**config.mk**
```make
export PLATFORM = sky130hd
export DESIGN_NAME = mem_arbiter_flat
export DESIGN_NICKNAME = d
export VERILOG_FILES = /design/src/rtl/mem_arbiter_if.sv /design/src/rtl/mem_arbiter.sv /design/src/flat_wrapper.sv
export SDC_FILE = /design/constraint.sdc
export NUM_CORES = 1
export LEC_CHECK = 0
export ABC_AREA = 0
export CAP_MARGIN = 5
export CORE_AREA = 2 2 123 125
export CTS_CLUSTER_DIAMETER = 80
export DETAILED_ROUTE_END_ITERATION = 12
export DIE_AREA = 0 0 125 127
export PLACE_DENSITY = 0.91
export SLEW_MARGIN = 40
export SYNTH_ARGS = -nofsm -noshare
export SYNTH_HDL_FRONTEND = slang
export SYNTH_SLANG_ARGS = --single-unit
```
**constraint.sdc**
```tcl
create_clock -name clk -period 2.44 [get_ports clk]
set_input_delay 0.61 -clock clk [delete_from_list [all_inputs] [get_ports clk]]
set_output_delay 0.61 -clock clk [all_outputs]
set_load 0.02 [all_outputs]
```
**src/rtl/mem_arbiter_if.sv**
```systemverilog
// Request/response and memory bus bundle for mem_arbiter.
// The slave modport is the arbiter's view; master is the requesters' and memory's view.
interface mem_arbiter_if #(
  parameter int unsigned AW = 32,
  parameter int unsigned DW = 32
);
  logic            m0_req_valid;
  logic            m0_req_ready;
  logic            m0_wr;
  logic [AW-1:0]   m0_addr;
  logic [DW-1:0]   m0_wdata;
  logic [DW/8-1:0] m0_wstrb;
  logic            m0_resp_valid;
  logic            m0_resp_ready;
  logic [DW-1:0]   m0_rdata;

  logic            m1_req_valid;
  logic            m1_req_ready;
  logic            m1_wr;
  logic [AW-1:0]   m1_addr;
  logic [DW-1:0]   m1_wdata;
  logic [DW/8-1:0] m1_wstrb;
  logic            m1_resp_valid;
  logic            m1_resp_ready;
  logic [DW-1:0]   m1_rdata;

  logic            mem_en;
  logic            mem_wr;
  logic [AW-1:0]   mem_addr;
  logic [DW-1:0]   mem_wdata;
  logic [DW/8-1:0] mem_wstrb;
  logic [DW-1:0]   mem_rdata;

  modport slave (
    input  m0_req_valid, m0_wr, m0_addr, m0_wdata, m0_wstrb, m0_resp_ready,
    input  m1_req_valid, m1_wr, m1_addr, m1_wdata, m1_wstrb, m1_resp_ready,
    input  mem_rdata,
    output m0_req_ready, m0_resp_valid, m0_rdata,
    output m1_req_ready, m1_resp_valid, m1_rdata,
    output mem_en, mem_wr, mem_addr, mem_wdata, mem_wstrb
  );

  modport master (
    output m0_req_valid, m0_wr, m0_addr, m0_wdata, m0_wstrb, m0_resp_ready,
    output m1_req_valid, m1_wr, m1_addr, m1_wdata, m1_wstrb, m1_resp_ready,
    output mem_rdata,
    input  m0_req_ready, m0_resp_valid, m0_rdata,
    input  m1_req_ready, m1_resp_valid, m1_rdata,
    input  mem_en, mem_wr, mem_addr, mem_wdata, mem_wstrb
  );
endinterface

```
**src/rtl/mem_arbiter.sv**
```systemverilog
// Two-port round-robin arbiter/sequencer in front of a single-ported memory:
// one transaction in flight, programmable access latency, held response channel.
module mem_arbiter #(
  parameter int unsigned LATENCY = 1,
  parameter int unsigned AW      = 32,
  parameter int unsigned DW      = 32
) (
  input  logic         clk,
  input  logic         rst_n,
  mem_arbiter_if.slave bus
);
  localparam int unsigned SW       = DW / 8;
  localparam logic [3:0]  CNT_LOAD = 4'(LATENCY - 1);

  typedef enum logic [1:0] {
    S_IDLE,
    S_WAIT,
    S_ACCESS,
    S_RESP
  } state_t;

  state_t        state_q, state_d;
  logic [3:0]    cnt_q, cnt_d;
  logic          last_grant_q, last_grant_d;
  logic          grant_q, grant_d;
  logic          wr_q, wr_d;
  logic [AW-1:0] addr_q, addr_d;
  logic [DW-1:0] wdata_q, wdata_d;
  logic [SW-1:0] wstrb_q, wstrb_d;
  logic [DW-1:0] rdata_q, rdata_d;
  logic          win1;

  always_comb begin
    state_d      = state_q;
    cnt_d        = cnt_q;
    last_grant_d = last_grant_q;
    grant_d      = grant_q;
    wr_d         = wr_q;
    addr_d       = addr_q;
    wdata_d      = wdata_q;
    wstrb_d      = wstrb_q;
    rdata_d      = rdata_q;

    bus.m0_req_ready  = 1'b0;
    bus.m1_req_ready  = 1'b0;
    bus.m0_resp_valid = 1'b0;
    bus.m1_resp_valid = 1'b0;
    bus.m0_rdata      = '0;
    bus.m1_rdata      = '0;
    bus.mem_en        = 1'b0;
    bus.mem_wr        = 1'b0;
    bus.mem_addr      = '0;
    bus.mem_wdata     = '0;
    bus.mem_wstrb     = '0;

    // Port 1 wins alone, or on a tie when port 0 was granted last.
    win1 = bus.m1_req_valid && (!bus.m0_req_valid || !last_grant_q);

    case (state_q)
      S_IDLE: begin
        // Masked by rst_n so every output reads 0 while reset is held.
        bus.m0_req_ready = rst_n && bus.m0_req_valid && !win1;
        bus.m1_req_ready = rst_n && win1;
        if (bus.m0_req_valid || bus.m1_req_valid) begin
          grant_d      = win1;
          last_grant_d = win1;
          wr_d         = win1 ? bus.m1_wr    : bus.m0_wr;
          addr_d       = win1 ? bus.m1_addr  : bus.m0_addr;
          wdata_d      = win1 ? bus.m1_wdata : bus.m0_wdata;
          wstrb_d      = win1 ? bus.m1_wstrb : bus.m0_wstrb;
          cnt_d        = CNT_LOAD;
          state_d      = (LATENCY == 1) ? S_ACCESS : S_WAIT;
        end
      end

      S_WAIT: begin
        cnt_d = cnt_q - 4'd1;
        if (cnt_q == 4'd1) state_d = S_ACCESS;
      end

      S_ACCESS: begin
        bus.mem_en    = 1'b1;
        bus.mem_wr    = wr_q;
        bus.mem_addr  = addr_q;
        bus.mem_wdata = wdata_q;
        bus.mem_wstrb = wstrb_q;
        rdata_d       = bus.mem_rdata;
        state_d       = S_RESP;
      end

      S_RESP: begin
        if (grant_q) begin
          bus.m1_resp_valid = 1'b1;
          bus.m1_rdata      = rdata_q;
          if (bus.m1_resp_ready) state_d = S_IDLE;
        end else begin
          bus.m0_resp_valid = 1'b1;
          bus.m0_rdata      = rdata_q;
          if (bus.m0_resp_ready) state_d = S_IDLE;
        end
      end

      default: state_d = S_IDLE;
    endcase
  end

  always_ff @(posedge clk or negedge rst_n) begin
    if (!rst_n) begin
      state_q      <= S_IDLE;
      cnt_q        <= '0;
      last_grant_q <= 1'b1;
      grant_q      <= 1'b0;
      wr_q         <= 1'b0;
      addr_q       <= '0;
      wdata_q      <= '0;
      wstrb_q      <= '0;
      rdata_q      <= '0;
    end else begin
      state_q      <= state_d;
      cnt_q        <= cnt_d;
      last_grant_q <= last_grant_d;
      grant_q      <= grant_d;
      wr_q         <= wr_d;
      addr_q       <= addr_d;
      wdata_q      <= wdata_d;
      wstrb_q      <= wstrb_d;
      rdata_q      <= rdata_d;
    end
  end
endmodule

```
**src/flat_wrapper.sv**
```systemverilog
// flat-port wrapper written by rule: the top's interface ports become plain ports
module mem_arbiter_flat 
#(
  parameter int unsigned LATENCY = 1,
  parameter int unsigned AW      = 32,
  parameter int unsigned DW      = 32
)
  (clk, rst_n, bus_m0_req_valid, bus_m0_wr, bus_m0_addr, bus_m0_wdata, bus_m0_wstrb, bus_m0_resp_ready, bus_m1_req_valid, bus_m1_wr, bus_m1_addr, bus_m1_wdata, bus_m1_wstrb, bus_m1_resp_ready, bus_mem_rdata, bus_m0_req_ready, bus_m0_resp_valid, bus_m0_rdata, bus_m1_req_ready, bus_m1_resp_valid, bus_m1_rdata, bus_mem_en, bus_mem_wr, bus_mem_addr, bus_mem_wdata, bus_mem_wstrb);
  mem_arbiter_if #(.AW(AW), .DW(DW)) bus_i ();
  input  logic clk;
  input  logic rst_n;
  input wire logic [$bits(bus_i.m0_req_valid)-1:0] bus_m0_req_valid;
  input wire logic [$bits(bus_i.m0_wr)-1:0] bus_m0_wr;
  input wire logic [$bits(bus_i.m0_addr)-1:0] bus_m0_addr;
  input wire logic [$bits(bus_i.m0_wdata)-1:0] bus_m0_wdata;
  input wire logic [$bits(bus_i.m0_wstrb)-1:0] bus_m0_wstrb;
  input wire logic [$bits(bus_i.m0_resp_ready)-1:0] bus_m0_resp_ready;
  input wire logic [$bits(bus_i.m1_req_valid)-1:0] bus_m1_req_valid;
  input wire logic [$bits(bus_i.m1_wr)-1:0] bus_m1_wr;
  input wire logic [$bits(bus_i.m1_addr)-1:0] bus_m1_addr;
  input wire logic [$bits(bus_i.m1_wdata)-1:0] bus_m1_wdata;
  input wire logic [$bits(bus_i.m1_wstrb)-1:0] bus_m1_wstrb;
  input wire logic [$bits(bus_i.m1_resp_ready)-1:0] bus_m1_resp_ready;
  input wire logic [$bits(bus_i.mem_rdata)-1:0] bus_mem_rdata;
  output wire logic [$bits(bus_i.m0_req_ready)-1:0] bus_m0_req_ready;
  output wire logic [$bits(bus_i.m0_resp_valid)-1:0] bus_m0_resp_valid;
  output wire logic [$bits(bus_i.m0_rdata)-1:0] bus_m0_rdata;
  output wire logic [$bits(bus_i.m1_req_ready)-1:0] bus_m1_req_ready;
  output wire logic [$bits(bus_i.m1_resp_valid)-1:0] bus_m1_resp_valid;
  output wire logic [$bits(bus_i.m1_rdata)-1:0] bus_m1_rdata;
  output wire logic [$bits(bus_i.mem_en)-1:0] bus_mem_en;
  output wire logic [$bits(bus_i.mem_wr)-1:0] bus_mem_wr;
  output wire logic [$bits(bus_i.mem_addr)-1:0] bus_mem_addr;
  output wire logic [$bits(bus_i.mem_wdata)-1:0] bus_mem_wdata;
  output wire logic [$bits(bus_i.mem_wstrb)-1:0] bus_mem_wstrb;
  assign bus_i.m0_req_valid = bus_m0_req_valid;
  assign bus_i.m0_wr = bus_m0_wr;
  assign bus_i.m0_addr = bus_m0_addr;
  assign bus_i.m0_wdata = bus_m0_wdata;
  assign bus_i.m0_wstrb = bus_m0_wstrb;
  assign bus_i.m0_resp_ready = bus_m0_resp_ready;
  assign bus_i.m1_req_valid = bus_m1_req_valid;
  assign bus_i.m1_wr = bus_m1_wr;
  assign bus_i.m1_addr = bus_m1_addr;
  assign bus_i.m1_wdata = bus_m1_wdata;
  assign bus_i.m1_wstrb = bus_m1_wstrb;
  assign bus_i.m1_resp_ready = bus_m1_resp_ready;
  assign bus_i.mem_rdata = bus_mem_rdata;
  assign bus_m0_req_ready = bus_i.m0_req_ready;
  assign bus_m0_resp_valid = bus_i.m0_resp_valid;
  assign bus_m0_rdata = bus_i.m0_rdata;
  assign bus_m1_req_ready = bus_i.m1_req_ready;
  assign bus_m1_resp_valid = bus_i.m1_resp_valid;
  assign bus_m1_rdata = bus_i.m1_rdata;
  assign bus_mem_en = bus_i.mem_en;
  assign bus_mem_wr = bus_i.mem_wr;
  assign bus_mem_addr = bus_i.mem_addr;
  assign bus_mem_wdata = bus_i.mem_wdata;
  assign bus_mem_wstrb = bus_i.mem_wstrb;
  mem_arbiter #(.LATENCY(LATENCY), .AW(AW), .DW(DW)) u_core (.clk(clk), .rst_n(rst_n), .bus(bus_i));
endmodule
```
======== After elaboration in Yosys (flattened, before gate mapping) ========
Index checks and enable logic that the tools add are counted.
operators by class
  equal/unequal tests ..................... 8
  reductions and logical operators ........ 14
  add/subtract/negate cells ............... 1
  mux-type cells .......................... 27
operators with widths
  operator                                                count
  2-to-1 mux 32 bit                                       8
  2-to-1 mux 4 bit                                        3
  2-to-1 mux 2 bit                                        5
  2-to-1 mux 1 bit                                        9
  one-hot mux 2 bit (4 select lines)                      1
  one-hot mux 4 bit (2 select lines)                      1
  == test 2 bit (second input constant)                   2
  == test 4 x 1 -> 1 bit (second input constant)          1
  logical AND 1 bit                                       4
  inequality test 2 x 1 -> 1 bit (second input constant)  2
  AND reduction 2 bit                                     2
  AND reduction 4 bit                                     1
  subtractor 4 x 1 -> 4 bit (second input constant)       1
  logical NOT 1 bit                                       3
  inequality test 3 x 2 -> 1 bit (second input constant)  1
  inequality test 3 bit (second input constant)           1
  == test 2 x 1 -> 1 bit (second input constant)          1
  logical NOT 2 bit                                       1
  logical OR 1 bit                                        2
  nonzero test 2 bit                                      1
word-level totals
  output and inout bits ................... 138
  flip-flop bits (word level) ............. 109
  input port bits ......................... 176

======== Logic depth before layout (Yosys ltp) ========
Gate-level depths: netlist of run 1.
  word-level depth ........................ 6
  depth in mapped cells ................... 6
  mapped depth without buffers ............ 5

======== Worst setup path before layout of run 1 ========
OpenSTA, ideal clock, no wires.
  path kind ............................... in2out
  from .................................... input port bus_m1_req_valid
  to ...................................... output port bus_m1_req_ready
  path slack .............................. 492 ps
  data required time ...................... 1830 ps
  stages .................................. 3
  data arrival time ....................... 1338 ps
  buffers on the path ..................... 1
  cell sequence ........................... a21boi_2 > buf_2 > and3_1
on the way
  cells in the longest elaborated chain, start to end .. 3
ends and longest elaborated chain
  what               line                source
  start, declared    flat_wrapper.sv:18  input wire logic [$bits(bus_i.m1_req_valid)-1:0] bus_m1_req_valid;
  logical AND 1 bit  mem_arbiter.sv:57   win1 = bus.m1_req_valid && (!bus.m0_req_valid || !last_grant_q);
  logical AND 1 bit  mem_arbiter.sv:63   bus.m1_req_ready = rst_n && win1;
  2-to-1 mux 1 bit   mem_arbiter.sv:59   case (state_q)
  end, declared      flat_wrapper.sv:28  output wire logic [$bits(bus_i.m1_req_ready)-1:0] bus_m1_req_ready;
No other way between the ends.

======== Worst setup path in the final report of run 1 ========
  from .................................... register u_core.state_q[1]
  to ...................................... output port bus_mem_wdata[5]
on the way
  cells in the longest elaborated chain, start to end .. 2
ends and longest elaborated chain
  what                    line                source
  start, declared         mem_arbiter.sv:22   state_t state_q, state_d;
  start signal, assigned  mem_arbiter.sv:119  state_q <= state_d;
  == test 2 bit           mem_arbiter.sv:59
  2-to-1 mux 32 bit       mem_arbiter.sv:59
  end, declared           flat_wrapper.sv:34  output wire logic [$bits(bus_i.mem_wdata)-1:0] bus_mem_wdata;
No other way between the ends.

==> results of run 1 <==
-- metal layers --
metal	vias up	share of wire	global-route usage
li1	2751	-	-
met1	2797	0.38	0.2720
met2	286	0.50	0.4146
met3	42	0.084	0.05988
met4	0	0.033	0.09673
met5	-	0	0
-- synth_stat cells --
| master | number | share of area |
|---|---|---|
| dfstp_2 | 1 | 0.0046 |
| nor2_4 | 1 | 0.0020 |
| nor4_1 | 1 | 0.0011 |
| o22ai_1 | 1 | 0.0011 |
| buf_2 | 27 | 0.023 |
| mux2_2 | 31 | 0.061 |
| a21oi_1 | 70 | 0.061 |
| o22a_1 | 1 | 0.0015 |
| clkbuf_1 | 17 | 0.011 |
| or2_1 | 1 | 0.0011 |
| a31oi_1 | 70 | 0.076 |
| inv_1 | 3 | 0.0020 |
| nand2_1 | 140 | 0.091 |
| and2_1 | 133 | 0.14 |
| ha_1 | 2 | 0.0043 |
| nand3b_1 | 1 | 0.0013 |
| mux2_1 | 1 | 0.0020 |
| o21ai_0 | 5 | 0.0043 |
| nand3_1 | 1 | 0.00087 |
| dfrtp_1 | 108 | 0.47 |
| a221oi_1 | 1 | 0.0015 |
| buf_4 | 4 | 0.0052 |
| buf_6 | 2 | 0.0039 |
| o211ai_1 | 2 | 0.0026 |
| a21boi_0 | 1 | 0.0013 |
| nand2b_1 | 1 | 0.0011 |
| mux2i_1 | 2 | 0.0035 |
| or2_0 | 1 | 0.0011 |
| a21bo_2 | 1 | 0.0017 |
| nor2_1 | 7 | 0.0046 |
| a21boi_2 | 1 | 0.0020 |
| and3_1 | 2 | 0.0022 |
| clkbuf_2 | 6 | 0.0052 |
-- critical path: cells and delay by family (launching register included) --
family / cells / cell delay, ns
flip-flops: 1 / 0.41
buffers and inverters: 3 / 0.61
AND/OR/NAND/NOR: 2 / 0.38
-- how the worst max path moves through the flow --
stage	from	endpoint	slack, ns	depth (start not counted)
3_3_place_gp	bus_m1_req_valid	bus_m1_req_ready	-0.22	4
2_1_floorplan	bus_m1_req_valid	bus_m1_req_ready	0.49	3
6_report	u_core.state_q[1]	bus_mem_wdata[5]	0.07	5
3_5_place_dp	bus_m1_req_valid	bus_m1_req_ready	-0.28	4
5_1_grt	u_core.state_q[1]	bus_mem_wdata[5]	0.0003	5
4_1_cts	u_core.state_q[0]	bus_m1_resp_valid	0.009	3
-- area by class of cell --
class	count	area, µm²
clock buffer	9	225.2
clock inverter	7	113.9
fill	1202	5136
inverter	3	11.26
multi-input combinational	478	2756
sequential	109	2730
tap	184	230.2
timing repair buffer	332	3221
-- flip-flops by register name (all words and copies together), names as in the netlist --
name                 flops
u_core.wstrb_q           4
u_core.grant_q           1
u_core.wr_q              1
u_core.last_grant_q      1
u_core.rdata_q          32
u_core.wdata_q          32
u_core.state_q           2
u_core.addr_q           32
u_core.cnt_q             4
-- cell families (layout without fill, tap and decap cells) --
logic type	Yosys count	after routing
AO/OA/AOI/OAI	153	153
flip-flops	109	109
adder cells (fa/ha/maj)	2	2
AND/OR/NAND/NOR	289	289
multiplexers	34	34
buffers and inverters	59	351
-- repair_timing --
action,in CTS,in global routing
pin swaps,0,0
gates resized for setup,138,50
setup endpoints to repair,137,63
-- power by group through the flow --
stage	sequential (mW)	clock (mW)	combinational, mW
2_1_floorplan	3.11	0	3.52
3_3_place_gp	3.24	0	5.95
3_5_place_dp	3.31	0	6.09
4_1_cts	3.28	1.71	5.50
5_1_grt	3.40	1.78	5.98
6_report	3.30	1.68	5.50
==> metrics, run 1 <==
IO Port Bufs=roughly 310; maximum clock frequency=roughly 0.42 GHz; GRT Residual Overflow=0; worst vdd ir=between 500 and 600 µV; Net Sw Frac=0.4063; Tightest Pin Transition=just over 0.8 ns; minimum clock period=around 2.4 ns; Int Pwr=6.219 mW; Final Slew Violations=0; most frequent cells in the layout=clkdlybuf4s50_1, nand2_1, and2_1; drt wl/cell=~17 µm; hold buffers post-CTS=0; final cell count without fillers=between 1000 and 1500; Distinct cells, synth=33; status=completed; clock skew after layout=roughly 0.0094 ns; Slowest cell on crit path=dfrtp_1; final instance area=roughly 0.0093 mm²; xor-xnor portion of the synthesized cell area=0; initial antenna violation count=0; first-pass GRT wire length=roughly 30 mm; boundary pin count=roughly 310; Post-CTS Setup Bufs=0; nets@finish=roughly 1100; largest family of logic cells by synthesized area=simple AND/OR/NAND/NOR gates; Core ar.=between 0.01 and 0.015 mm²; post-route total power=about 10 mW; mux contribution to synthesized area=0.06612; GRT Overall Usage=0.2344; Synth Area in Adders=0.004350; Synth Warn #=0; Mapped Area=0.005753 mm²; clock root cell=clkbuf_16; Worst Path Required=1.83 ns; CP startpoint kind=flip-flop; Reg clk slew, reported paths=0.08 ns; RSZ-0062 raised after global routing=no; clock latency on the worst-skew pair=between 0.3 and 0.4 ns; synthesized flop and latch total=~110; DIE AREA=roughly 0.016 mm²; Critical Path Max Stage Delay=0.41 ns; Leak Pwr=~4.3 nW; Avg Cell Area, Syn=roughly 8.9 µm²; Crit. End Element=output port; Comb power frac=0.525; Initial DRC Count=~310; share of layout cells above drive strength 1=0.08849; via density per instance=between 5 and 6; final hold violations=0; fin crit share=0.9694; Final HPWL DP=around 14 mm; DP Area=0.009097 mm²; Syn Inst Count=646; First-pass DRT Iterations=4; hold_ws=between 0.4 and 0.5 ns; Place WS=-0.2763 ns; worst r2r src=u_core.state_q[1]; post-synthesis compound-gate area fraction=0.1531; sequential cell fraction of total power=0.315; WP data arrival=1.76 ns; Worst Setup Path Type=reg2out; Hold Crit Class=in2async; FF-to-FF path depth=5; R2R Setup Slk=0.55 ns; sequential area share after synthesis=0.4743; vias in the first global route=between 5000 and 6000; Slew HR=0.4461; NetSw=about 4.3 mW; CTS tree=yes; area grow syn2layout=61.44%; Die Ht=around 130 µm; final setup TNS=0 ns; simple-gate portion of the synthesized area=0.2512; FP Rows=44; Die Width=125 µm; largest net degree at the start of global routing=73; syn nets=slightly above 800; final setup fails=0; residual DRC count=0; clk sinks=approximately 110; htree depth=3; Num CTS Buffers=9; Routed Wire Length=approximately 19 mm; Finished Core Util=0.6439; post-route ant nets=0; crit path max fanout=30; via count=just under 6000; Longest Clk Path Bufs=2; Worst R2R End=u_core.wdata_q[23]; diodes inserted=0; Max-cap violations=0; Placed Cells incl. Taps=roughly 1100; Clock power frac=0.160; PwrDens=around 1100 mW/mm²; most common cell after layout, fill and taps aside=clkdlybuf4s50_1; RD Place Congestion=between 0.8 and 0.9; worst-path cell chain=inv_1, nor2_4, buf_12, and2_1, clkdlybuf4s15_1; post-route setup slack=0.07470 ns; Starting Density=0.3989
Note: power is estimated with default switching activity, not from simulation.
==> run 2: changes to the inputs <==
- PLACE_DENSITY: 0.91 -> 0.82
==> run 2 against run 1 <==
Effect of this change: routed wire length rose by 1.1%; critical path depth fell by 1; die area did not move; core utilization fell by 0.90 points; worst setup slack got worse by 0.012 ns; total power fell by 3.2%; clock power fell by 17%; design area fell by 1.4%; non-clock buffer count rose by 2; sequential cell count did not move; global-route usage barely moved.
==> metrics, run 2 (same netlist as run 1, synthesis figures left out) <==
status=completed; post-route ant nets=0; Max-cap violations=0; Die Width=roughly 130 µm; htree depth=3; WP data arrival=between 1.5 and 2 ns; hold_ws=about 0.40 ns; RSZ-0062 raised after global routing=no; drt wl/cell=approximately 17 µm; via count=approximately 5700; Final HPWL DP=approximately 13 mm; Initial DRC Count=roughly 280; Routed Wire Length=~19 mm; Leak Pwr=about 4.3 nW; GRT Overall Usage=0.2345; DIE AREA=roughly 0.016 mm²; met3 WL=between 1 and 1.5 mm; Final Slew Violations=0; residual DRC count=0; met2 routed WL=9.538 mm; Tightest Pin Transition=roughly 0.82 ns; Longest Clk Path Bufs=2; DP Area=0.009105 mm²; hold buffers post-CTS=0; First-pass DRT Iterations=4; Num CTS Buffers=9; FP Rows=44; area grow syn2layout=59.18%; boundary pin count=314; IO Port Bufs=around 310; initial antenna violation count=0; Slew HR=0.4526; clk sinks=between 100 and 150; R2R Setup Slk=approximately 0.57 ns; Regs by FF count=u_core.addr_q x32, u_core.rdata_q x32, u_core.wdata_q x32; RD Place Congestion=roughly 0.84; via density per instance=between 5 and 6; CTS tree=yes; diodes inserted=0; PwrDens=roughly 1100 mW/mm²; most common cell after layout, fill and taps aside=clkdlybuf4s50_1; CP startpoint kind=input port; largest net degree at the start of global routing=73; clock latency on the worst-skew pair=roughly 0.35 ns; Worst Path Required=roughly 1.8 ns; GRT Residual Overflow=0; final hold violations=0; vias in the first global route=roughly 5400; Post-Route M1 WL=about 7.5 mm; maximum clock frequency=between 0.4 and 0.5 GHz; fin crit share=0.9741; first-pass GRT wire length=between 20 and 30 mm; most frequent cells in the layout=clkdlybuf4s50_1, nand2_1, and2_1; Starting Density=0.3989; Worst Setup Path Type=in2out; Core ar.=roughly 0.014 mm²; minimum clock period=2.377 ns; Crit. End Element=output port; nets@finish=between 1000 and 1500; clock skew after layout=approximately 0.007 ns; DR top layer=met4; Die Ht=about 130 µm; worst vdd ir=approximately 540 µV; clock root cell=clkbuf_16; share of layout cells above drive strength 1=0.1033; final setup fails=0; Hold Crit Class=in2async; crit path max fanout=5; final instance area=between 0.009 and 0.01 mm²; Reg clk slew, reported paths=~0.070 ns
==> run 2: cell count changes in the layout (fill, tap and decap cells not counted), moves of 2 or more <==
cell	previous run	this run
buf_2	0	16
clkdlybuf4s15_1	34	1
clkbuf_2	7	3
bufinv_16	3	0
dlygate4sd2_1	96	114
buf_4	12	14
clkbuf_8	0	2
==> run 2: through the flow <==
step                total power, mW  utilization  setup TNS, ns  setup slack (ns)  std cells
floorplan                     6.630            -              0            0.4919        646
global placement              9.237       0.6312        -0.4263           -0.2650       1107
detailed placement            9.384       0.6312        -0.4648           -0.2961       1107
CTS                           10.28       0.6373              0          0.003396       1124
global route                  10.80       0.6349              0          0.007929       1123
finish                        10.14       0.6349              0           0.06311       1123
==> run 2: area by class of cell <==
type                            count  area [µm²]
Clock inverter                      4       23.77
Clock buffer                       11       252.7
Fill cell                        1322        5266
Sequential cell                   109        2730
Tap cell                          184       230.2
Multi-Input combinational cell    478        2754
Timing Repair Buffer              334        3156
Inverter                            3       11.26
==> run 2: timing repair <==
item | CTS | global route
gates resized for setup | 191 | 8
cloned | 1 | 0
endpoints found under the setup margin | 138 | 23
setup buffers | 1 | 0
pin swaps | 1 | 2
endpoints found under the hold margin | 0 | 0
==> run 2: path summary, 6_finish.rpt <==
| path | from | endpoint | cells after the start |
|---|---|---|---|
| max in group asynchronous | rst_n | u_core.state_q[0] | 3 |
| worst max register to register | u_core.state_q[0] | u_core.wdata_q[29] | 5 |
| min in group clk | u_core.cnt_q[3] | u_core.cnt_q[3] | 1 |
| worst max-delay path | bus_m0_req_valid | bus_m1_req_ready | 4 |
| worst min register to register | u_core.cnt_q[3] | u_core.cnt_q[3] | 1 |
| worst min-delay path | rst_n | u_core.wdata_q[1] | 2 |
==> run 2: worst max-delay path: stages <==
cell and delay, ns:
clkdlybuf4s50_1 0.50, a21boi_4 0.22, and3_1 0.18, clkdlybuf4s15_2 0.25
==> run 2: power breakdown <==
| group | total (mW) | leakage, nW | switching [mW] | internal (mW) |
|---|---|---|---|---|
| Combinational | 5.46 | 2.95 | 3.03 | 2.43 |
| Clock | 1.40 | 0.141 | 0.664 | 0.740 |
| Sequential | 3.27 | 1.24 | 0.528 | 2.74 |
| Total | 10.1 | 4.33 | 4.22 | 5.92 |
==> run 2: per-layer routing <==
metal  vias to the layer above  global-route usage
met1                      2660              0.2855
met3                        35             0.04858
li1                       2751                   -
met5                         -                   0
met2                       255              0.4102
met4                         0             0.09150
==> run 3: changes to the inputs <==
- clock period: 2.44 -> 2.85 ns (I/O delays scaled with it)
==> run 3 against run 2 <==
Effect of this change: worst setup slack gained 0.032 ns; total power decreased by 9.3%; die area did not move; clock-buffer cell count is 1 higher; design area up 3.7%; critical path depth rose by 1; worst hold slack improved by 0.070 ns.
==> metrics, run 3 (same netlist as run 1, synthesis figures left out) <==
worst-path cell chain=inv_1, nor2_4, buf_12, and2_1, clkdlybuf4s50_1; diodes inserted=0; First-pass DRT Iterations=4; Critical Path Max Stage Delay=0.60 ns; Max-cap violations=0; most frequent cells in the layout=clkdlybuf4s50_1, nand2_1, and2_1; via density per instance=between 5 and 6; DR top layer=met4; Hold Path Sink=u_core.cnt_q[3]; RD Place Congestion=0.8281; clock skew after layout=~0.0055 ns; minimum clock period=2.755 ns; Longest Clk Path Bufs=2; clock root cell=clkbuf_16; Leak Pwr=4.545 nW; Crit. End Element=output port; Worst Path Buf+Inv=3; Num CTS Buffers=9; R2R Setup Slk=0.94 ns; area grow syn2layout=65.09%; Initial DRC Count=approximately 330; Die Width=roughly 130 µm; CP startpoint kind=flip-flop; vias in the first global route=5659; Slew HR=0.4644; worst vdd ir=499.0 µV; Post-Route M1 WL=7.313 mm; Worst Setup Path Type=reg2out; most common cell after layout, fill and taps aside=clkdlybuf4s50_1; GRT Overall Usage=0.2337; Final Slew Violations=0; clock latency on the worst-skew pair=0.35 ns; nets@finish=1112; met2 routed WL=10.09 mm; GRT Residual Overflow=0; clk sinks=between 100 and 150; initial antenna violation count=0; DIE AREA=roughly 0.016 mm²; Placed Cells incl. Taps=1104; htree depth=3; Reg clk slew, reported paths=approximately 0.070 ns; post-route ant nets=0; final setup fails=0; status=completed; FILL cells=between 1000 and 1500; final hold violations=0; drt wl/cell=~17 µm; maximum clock frequency=~0.36 GHz; WHS Path Cells=1; PwrDens=967.7 mW/mm²; Starting Density=0.3989; boundary pin count=314; Regs by FF count=u_core.addr_q x32, u_core.rdata_q x32, u_core.wdata_q x32; Tightest Pin Transition=between 0.8 and 0.9 ns; Worst Min Path Start=u_core.cnt_q[3]; residual DRC count=0; final cell count without fillers=around 1100; crit path max fanout=46; share of layout cells above drive strength 1=0.08200; WP data arrival=2.04 ns; Worst Path Required=~2.1 ns; worst r2r src=u_core.state_q[0]; FP Rows=between 40 and 50; CP top delay family=buffers and inverters; largest net degree at the start of global routing=between 70 and 80; Routed Wire Length=between 15 and 20 mm; met3 WL=about 1.2 mm; CTS tree=yes; IO Port Bufs=313; Core ar.=0.01442 mm²; via count=about 5700; Worst R2R End=u_core.wr_q; Final HPWL DP=around 14 mm; Slowest cell on crit path=clkdlybuf4s50_1; hold buffers post-CTS=0; Die Ht=approximately 130 µm; fin crit share=0.9665; Hold Crit Class=reg2reg; hold_ws=0.4736 ns; first-pass GRT wire length=roughly 30 mm; FF-to-FF path depth=5
-- run 3: final cells by class --
type	instances	area, µm²	area share
Timing Repair Buffer	333	3450	0.3632
Multi-Input combinational cell	478	2754	0.2899
Sequential cell	109	2731	0.2876
Clock buffer	12	266.5	0.02806
Tap cell	184	230.2	0.02424
Clock inverter	4	55.05	0.005796
Inverter	3	11.26	0.001186
-- run 3: worst max path at each step --
| stage | from | endpoint | slack, ns | cells after the start |
|---|---|---|---|---|
| final | u_core.state_q[1] | bus_mem_wdata[3] | 0.1 | 5 |
| after global placement | bus_m0_req_valid | bus_m1_req_ready | -0.04 | 4 |
| after floorplan | bus_m1_req_valid | bus_m1_req_ready | 0.70 | 3 |
| after detailed placement | bus_m0_req_valid | bus_m1_req_ready | -0.06 | 4 |
| after CTS | u_core.state_q[0] | bus_m1_rdata[16] | 0.02 | 4 |
| after global routing | u_core.state_q[1] | bus_m0_rdata[18] | -0.02 | 5 |
-- run 3: timing repair --
| item | CTS | global route |
|---|---|---|
| hold endpoints to repair | 0 | 0 |
| gates resized for setup | 5 | 46 |
| cloned | 0 | 0 |
| endpoints found under the setup margin | 82 | 86 |
| pin swaps | 0 | 0 |
| buffers inserted | 0 | 2 |
-- run 3: metal layers --
metal	track usage	up-vias
li1	-	2751
met1	0.2766	2720
met2	0.4258	226
met3	0.04648	20
met4	0.07843	0
met5	0	-
-- run 3: power by group --
group          switching (mW)  internal [mW]  total [mW]  leakage, nW
clock network           0.566          0.757        1.32        0.155
registers               0.505           2.35        2.86         1.24
logic                    2.54           2.47        5.01         3.15
-- run 3: worst reg2reg max path: cells and delay by family, from the launching register on --
family	cells	cell delay, ns
AND/OR/NAND/NOR	1	0.12
AO/OA/AOI/OAI	2	0.43
flip-flops	1	0.45
buffers and inverters	2	0.82
-- run 3: per-stage QoR --
stage | TNS (ns) | setup WS [ns] | power (mW) | instance area, µm² | util
3_3_place_gp | -0.03817 | -0.03817 | 7.801 | 9020 | 0.6253
3_5_place_dp | -0.05659 | -0.05659 | 7.933 | 9020 | 0.6253
2_1_floorplan | 0 | 0.6969 | 5.676 | 5753 | -
6_report | 0 | 0.09544 | 9.192 | 9498 | 0.6585
5_1_grt | -0.1830 | -0.01685 | 9.774 | 9498 | 0.6585
4_1_cts | 0 | 0.02378 | 9.279 | 9345 | 0.6479
